<file path="src/rtl/csi2_packet_parser_if.sv">
// Byte stream from the D-PHY receiver plus the decoded header, payload
// and status signals of the CSI-2 packet parser.
interface csi2_packet_parser_if;
  logic [7:0]  phy_data;
  logic        phy_enable;
  logic        phy_reset;
  logic        header_valid;
  logic [1:0]  virtual_channel;
  logic [5:0]  data_type;
  logic [15:0] word_count;
  logic        ecc_error;
  logic [7:0]  payload_data;
  logic        payload_valid;
  logic        packet_done;
  logic        crc_error;

  // master: the byte source and result consumer; slave: the parser
  modport master (
    output phy_data, phy_enable,
    input  phy_reset, header_valid, virtual_channel, data_type, word_count,
           ecc_error, payload_data, payload_valid, packet_done, crc_error
  );

  modport slave (
    input  phy_data, phy_enable,
    output phy_reset, header_valid, virtual_channel, data_type, word_count,
           ecc_error, payload_data, payload_valid, packet_done, crc_error
  );
endinterface

</file>
<file path="src/rtl/csi2_packet_parser.sv">
// Single-lane CSI-2 packet parser: header decode with ECC check, payload
// forwarding with CRC-16 check, and a PHY reset pulse at packet end.
module csi2_packet_parser #(
  parameter logic [5:0] SHORT_DT_MAX = 6'h0F
) (
  input logic            clock_p,
  input logic            reset,
  csi2_packet_parser_if.slave bus
);

  typedef enum logic [1:0] {
    ST_HEADER,
    ST_PAYLOAD,
    ST_CRC,
    ST_END
  } state_t;

  // Each parity bit covers a fixed subset of header bits D0..D23.
  function automatic logic [5:0] ecc_calc(input logic [23:0] d);
    ecc_calc[0] = ^(d & 24'hF12CB7);
    ecc_calc[1] = ^(d & 24'hF2555B);
    ecc_calc[2] = ^(d & 24'h749A6D);
    ecc_calc[3] = ^(d & 24'hB8E38E);
    ecc_calc[4] = ^(d & 24'hDF03F0);
    ecc_calc[5] = ^(d & 24'hEFFC00);
  endfunction

  // Reflected CRC-16 (0x8408), one byte processed LSB first.
  function automatic logic [15:0] crc_step(input logic [15:0] crc_in, input logic [7:0] data);
    logic [15:0] c;
    c = crc_in;
    for (int i = 0; i < 8; i++) begin
      if (c[0] ^ data[i]) c = (c >> 1) ^ 16'h8408;
      else                c = c >> 1;
    end
    return c;
  endfunction

  state_t      state_q, state_d;
  logic [1:0]  byte_cnt_q, byte_cnt_d;
  logic [23:0] hdr_q, hdr_d;
  logic [15:0] remaining_q, remaining_d;
  logic [15:0] crc_q, crc_d;
  logic [7:0]  crc_lo_q, crc_lo_d;

  logic        header_valid_q, header_valid_d;
  logic [1:0]  virtual_channel_q, virtual_channel_d;
  logic [5:0]  data_type_q, data_type_d;
  logic [15:0] word_count_q, word_count_d;
  logic        ecc_error_q, ecc_error_d;
  logic [7:0]  payload_data_q, payload_data_d;
  logic        payload_valid_q, payload_valid_d;
  logic        packet_done_q, packet_done_d;
  logic        phy_reset_q, phy_reset_d;
  logic        crc_error_q, crc_error_d;

  always_comb begin
    // NOTE: every signal gets a default before the case so no path leaves
    // one unassigned, which would otherwise infer a latch.
    state_d           = state_q;
    byte_cnt_d        = byte_cnt_q;
    hdr_d             = hdr_q;
    remaining_d       = remaining_q;
    crc_d             = crc_q;
    crc_lo_d          = crc_lo_q;
    virtual_channel_d = virtual_channel_q;
    data_type_d       = data_type_q;
    word_count_d      = word_count_q;
    ecc_error_d       = ecc_error_q;
    payload_data_d    = payload_data_q;
    crc_error_d       = crc_error_q;
    header_valid_d    = 1'b0;
    payload_valid_d   = 1'b0;

    case (state_q)
      ST_HEADER: begin
        if (bus.phy_enable) begin
          if (byte_cnt_q != 2'd3) begin
            hdr_d[{byte_cnt_q, 3'b000} +: 8] = bus.phy_data;
            byte_cnt_d = byte_cnt_q + 2'd1;
          end else begin
            header_valid_d    = 1'b1;
            virtual_channel_d = hdr_q[7:6];
            data_type_d       = hdr_q[5:0];
            word_count_d      = hdr_q[23:8];
            ecc_error_d       = (bus.phy_data != {2'b00, ecc_calc(hdr_q)});
            byte_cnt_d        = 2'd0;
            remaining_d       = hdr_q[23:8];
            // A corrupted header is still acted on; there is no correction.
            if (hdr_q[5:0] <= SHORT_DT_MAX) begin
              state_d     = ST_END;
              crc_error_d = 1'b0;
            end else if (hdr_q[23:8] == 16'd0) begin
              state_d = ST_CRC;
            end else begin
              state_d = ST_PAYLOAD;
            end
          end
        end
      end

      ST_PAYLOAD: begin
        if (bus.phy_enable) begin
          payload_valid_d = 1'b1;
          payload_data_d  = bus.phy_data;
          crc_d           = crc_step(crc_q, bus.phy_data);
          remaining_d     = remaining_q - 16'd1;
          if (remaining_q == 16'd1) state_d = ST_CRC;
        end
      end

      ST_CRC: begin
        if (bus.phy_enable) begin
          if (byte_cnt_q == 2'd0) begin
            crc_lo_d   = bus.phy_data;
            byte_cnt_d = 2'd1;
          end else begin
            crc_error_d = ({bus.phy_data, crc_lo_q} != crc_q);
            byte_cnt_d  = 2'd0;
            state_d     = ST_END;
          end
        end
      end

      ST_END: begin
        state_d     = ST_HEADER;
        byte_cnt_d  = 2'd0;
        remaining_d = 16'd0;
        crc_d       = 16'hFFFF;
      end

      default: state_d = ST_HEADER;
    endcase

    // END lasts exactly one cycle, so registering entry into it gives the pulse.
    packet_done_d = (state_d == ST_END);
    phy_reset_d   = (state_d == ST_END);
  end

  // NOTE: sequential state uses non-blocking assignments so every flop
  // samples the values from before this clock edge.
  always_ff @(posedge clock_p) begin
    if (reset) begin
      state_q           <= ST_HEADER;
      byte_cnt_q        <= 2'd0;
      hdr_q             <= 24'd0;
      remaining_q       <= 16'd0;
      crc_q             <= 16'hFFFF;
      crc_lo_q          <= 8'd0;
      header_valid_q    <= 1'b0;
      virtual_channel_q <= 2'd0;
      data_type_q       <= 6'd0;
      word_count_q      <= 16'd0;
      ecc_error_q       <= 1'b0;
      payload_data_q    <= 8'd0;
      payload_valid_q   <= 1'b0;
      packet_done_q     <= 1'b0;
      phy_reset_q       <= 1'b0;
      crc_error_q       <= 1'b0;
    end else begin
      state_q           <= state_d;
      byte_cnt_q        <= byte_cnt_d;
      hdr_q             <= hdr_d;
      remaining_q       <= remaining_d;
      crc_q             <= crc_d;
      crc_lo_q          <= crc_lo_d;
      header_valid_q    <= header_valid_d;
      virtual_channel_q <= virtual_channel_d;
      data_type_q       <= data_type_d;
      word_count_q      <= word_count_d;
      ecc_error_q       <= ecc_error_d;
      payload_data_q    <= payload_data_d;
      payload_valid_q   <= payload_valid_d;
      packet_done_q     <= packet_done_d;
      phy_reset_q       <= phy_reset_d;
      crc_error_q       <= crc_error_d;
    end
  end

  assign bus.header_valid    = header_valid_q;
  assign bus.virtual_channel = virtual_channel_q;
  assign bus.data_type       = data_type_q;
  assign bus.word_count      = word_count_q;
  assign bus.ecc_error       = ecc_error_q;
  assign bus.payload_data    = payload_data_q;
  assign bus.payload_valid   = payload_valid_q;
  assign bus.packet_done     = packet_done_q;
  assign bus.phy_reset       = phy_reset_q;
  assign bus.crc_error       = crc_error_q;

endmodule

</file>
<file path="src/flat_wrapper.sv">
// flat-port wrapper written by rule: the top's interface ports become plain ports
module csi2_packet_parser_flat 
#(
  parameter logic [5:0] SHORT_DT_MAX = 6'h0F
)
  (clock_p, reset, bus_phy_data, bus_phy_enable, bus_phy_reset, bus_header_valid, bus_virtual_channel, bus_data_type, bus_word_count, bus_ecc_error, bus_payload_data, bus_payload_valid, bus_packet_done, bus_crc_error);
  csi2_packet_parser_if bus_i ();
  input logic clock_p;
  input logic reset;
  input wire logic [$bits(bus_i.phy_data)-1:0] bus_phy_data;
  input wire logic [$bits(bus_i.phy_enable)-1:0] bus_phy_enable;
  output wire logic [$bits(bus_i.phy_reset)-1:0] bus_phy_reset;
  output wire logic [$bits(bus_i.header_valid)-1:0] bus_header_valid;
  output wire logic [$bits(bus_i.virtual_channel)-1:0] bus_virtual_channel;
  output wire logic [$bits(bus_i.data_type)-1:0] bus_data_type;
  output wire logic [$bits(bus_i.word_count)-1:0] bus_word_count;
  output wire logic [$bits(bus_i.ecc_error)-1:0] bus_ecc_error;
  output wire logic [$bits(bus_i.payload_data)-1:0] bus_payload_data;
  output wire logic [$bits(bus_i.payload_valid)-1:0] bus_payload_valid;
  output wire logic [$bits(bus_i.packet_done)-1:0] bus_packet_done;
  output wire logic [$bits(bus_i.crc_error)-1:0] bus_crc_error;
  assign bus_i.phy_data = bus_phy_data;
  assign bus_i.phy_enable = bus_phy_enable;
  assign bus_phy_reset = bus_i.phy_reset;
  assign bus_header_valid = bus_i.header_valid;
  assign bus_virtual_channel = bus_i.virtual_channel;
  assign bus_data_type = bus_i.data_type;
  assign bus_word_count = bus_i.word_count;
  assign bus_ecc_error = bus_i.ecc_error;
  assign bus_payload_data = bus_i.payload_data;
  assign bus_payload_valid = bus_i.payload_valid;
  assign bus_packet_done = bus_i.packet_done;
  assign bus_crc_error = bus_i.crc_error;
  csi2_packet_parser #(.SHORT_DT_MAX(SHORT_DT_MAX)) u_core (.clock_p(clock_p), .reset(reset), .bus(bus_i));
endmodule
</file>
<file path="config.mk">
export PLATFORM = sky130hd
export DESIGN_NAME = csi2_packet_parser_flat
export DESIGN_NICKNAME = d
export VERILOG_FILES = /design/src/rtl/csi2_packet_parser_if.sv /design/src/rtl/csi2_packet_parser.sv /design/src/flat_wrapper.sv
export SDC_FILE = /design/constraint.sdc
export NUM_CORES = 1
export LEC_CHECK = 0
export ABC_AREA = 1
export CAP_MARGIN = 30
export CORE_MARGIN = 10
export CORE_UTILIZATION = 53
export DETAILED_ROUTE_END_ITERATION = 12
export HOLD_SLACK_MARGIN = 0.15
export PLACE_DENSITY = 0.77
export SLEW_MARGIN = 0
export SYNTH_ARGS = -nofsm -noshare
export SYNTH_HDL_FRONTEND = slang
export SYNTH_SLANG_ARGS = --single-unit
</file>
<file path="constraint.sdc">
create_clock -name clock_p -period 1.8 [get_ports clock_p]
set_input_delay 0.18 -clock clock_p [delete_from_list [all_inputs] [get_ports clock_p]]
set_output_delay 0.18 -clock clock_p [all_outputs]
set_load 0.005 [all_outputs]
</file>
==> run metrics <==
# DRC=0; post-synth top area share=35.9%; ys flop type=dfxtp_1; CTS Sinks=105; most frequent cells after synthesis=nand2_1 (219), dfxtp_1 (105), inv_1 (87), a21oi_1 (71), nor2_1 (71); # diodes=0; mapped cell area=5860 um^2; Peak Freq=585 MHz; final setup violating endpoints=0; core area=10800 um^2; top routing layer used=met4; layout cells sized above 1=16.8%; CTS Buffer Depth=2; Synth cell types=between 40 and 50; # rows=38; first-pass GRT wire length=27.4 mm; Initial Util=54.1%; type of the worst setup path=reg -> reg; dpl hpwl=approximately 13 mm; Slew Viols, Final=0; minimum clock period=between 1.5 and 2 ns; met3 wire len=roughly 1.1 mm; crit-path max FO=16; crit share post-route=between 90 and 100%; HP Class=reg -> reg; DR iter-0 viols=447; Fin. Hold Viols=0; data required time of the worst path=2.12 ns; Power, Total=about 5500 uW; Critical Path Start Type=flop; TritonCTS Buffers=9; number of synthesized register bits=105; Setup Skew=around 0.007 ns; hold_ws=0.472 ns; Slew headroom=about two thirds; Yosys warnings=0; Synth Net Count=around 890; Worst Path Arrival=2.03 ns; port buffer count=48; die area=15700 um^2; postcts setup bufs=0; Initial DRT Pass Iterations=7; setup TNS=0 ns; pwr dens=751 nW/um^2; Area Growth Syn to Fin=25.4%; Slew @ Worst Pin=0.480 ns; vias=5978; GP Congestion=0.952; Ports=49; number of synthesized flops with an enable pin=0; Post-Route Utilization=between 60% and 70%; CTS tree=yes; Post-CTS Hold Fix Bufs=0; Post-Syn Instances=~860; die span in y=125 um; Synth area leaders=dfxtp_1 (36%), nand2_1 (14%), a21oi_1 (6.1%), inv_1 (5.6%), nand3_1 (5.5%); placed cells=between 1000 and 1500; remaining antenna violation count=0; Horiz. Die Dim=125 um; Clock Latency Late Sink=approximately 0.39 ns; antenna violations before repair=0; Worst-path clk slew=0.10 ns; met2 WL post-DR=7.70 mm; RSZ-0062 raised after global routing=true; Critical Path End Type=flop; most common cell in the netlist=nand2_1; gr ovfl total=0; number of global-route vias before repair=5518; CTS HTree Levels=3; status=finished, final reports clean; VDD IR max=~0.8 mV; Root Buffer=clkbuf_8; MaxCap Viol Count=0; Leak=0.00330 uW; synthesized area per cell=6.79 um^2; largest net degree at the start of global routing=78; Post-Layout Cell Count=1116; fraction of registers with async set/reset=0%; GRT Util Overall=21.0%; top cell type by total area after synthesis=dfxtp_1; vias per inst=5.36; fin nets=998; wirelength, routed=approximately 17 mm; DR WL/cell=15.1 um; sequential share of the synthesized area=35.9%; wl on met1=7.57 mm
## metal layers
metal	global-route usage, %	up-vias
li1	-	3035
met1	26.0	2728
met2	34.4	184
met3	5.75	31
met4	7.32	0
met5	0	-
## where the power goes
group          switching, uW  total (uW)  internal, uW
logic                    901        1520           622
registers               69.7        2470          2400
clock network            811        1520           708
total                   1780        5520          3730
## kinds of logic after synthesis
| group | after synthesis | synth area share (%) |
|---|---|---|
| xor+xnor | 36 | 5.51 |
| buf+inv | 129 | 9.05 |
| flops | 105 | 35.9 |
| compound gates | 184 | 17.2 |
| fa+ha+maj | 15 | 3.20 |
| simple gates | 394 | 29.2 |
## area by class of cell
class | count | area, um^2
multi-input cells | 629 | 3360
clock buffers | 12 | 155
repair buffers | 134 | 1150
inverters | 93 | 349
flip-flops and latches | 105 | 2120
fillers | 952 | 3490
well taps | 140 | 175
clock inverters | 3 | 40.0
## per-stage QoR
stage                     worst slack (ns)  instance area [um^2]
after floorplan                     0.0627                  5860
after CTS                           0.0564                  7230
after detailed placement           -0.0638                  7000
after global routing               -0.0353                  7350
final                               0.0910                  7350
after global placement             -0.0476                  7000
## critical path, stage by stage (launching register included)
cell and delay [ns]:
dfxtp_1 0.54, nand2_1 0.19, inv_2 0.18, nor2_4 0.06
inv_2 0.10, nor2_8 0.06, inv_2 0.21, o21ai_0 0.13
a31oi_1 0.17
## registers in the layout (all words and copies together) (netlist names), 2 cells and up
| signal | cells |
|---|---|
| u_core.crc_lo_q | 8 |
| u_core.crc_q | 16 |
| u_core.remaining_q | 16 |
| u_core.bus.data_type | 6 |
| u_core.byte_cnt_q | 2 |
| u_core.bus.word_count | 16 |
| u_core.bus.virtual_channel | 2 |
| u_core.state_q | 2 |
| u_core.hdr_q | 24 |
| u_core.bus.payload_data | 8 |
## cell usage in the layout, fill, tap and decap left out, types with 2 or more instances in the layout
master and n:
nand2_1 213, dfxtp_1 94, buf_4 84, inv_1 78, a21oi_1 71, nor2_1 70
nand3_1 63, o21ai_0 62, clkdlybuf4s50_1 48, xnor2_1 23, o21ai_1 19, inv_2 14
xor2_1 11, clkbuf_8 11, dfxtp_2 11, o211ai_1 9, a211oi_1 9, nand4_1 8
nand2_2 7, ha_1 7, ha_4 7, nor2_2 6, nor3_1 6, or2_2 5
nand3b_1 4, nor2_4 3, nor3_2 3, o221ai_1 3, xnor2_2 2, o21bai_1 2
a221oi_1 2, a31oi_1 2, o22ai_1 2, clkinv_2 2, buf_12 2
## final timing paths
path | startpoint | to | slack [ns] | cells after the start
max reg2reg | u_core.state_q[1] | u_core.remaining_q[2] | 0.09 | 8
min | u_core.bus.word_count[15] | u_core.bus.word_count[15] | 0.47 | 2
max | u_core.state_q[1] | u_core.remaining_q[2] | 0.09 | 8
min reg2reg | u_core.bus.word_count[15] | u_core.bus.word_count[15] | 0.47 | 2
## repair_timing
item,CTS,global route
resized for setup,4,36
pin swaps,0,6
endpoints found under the setup margin,1,9
(Power assumes the default switching activity.)
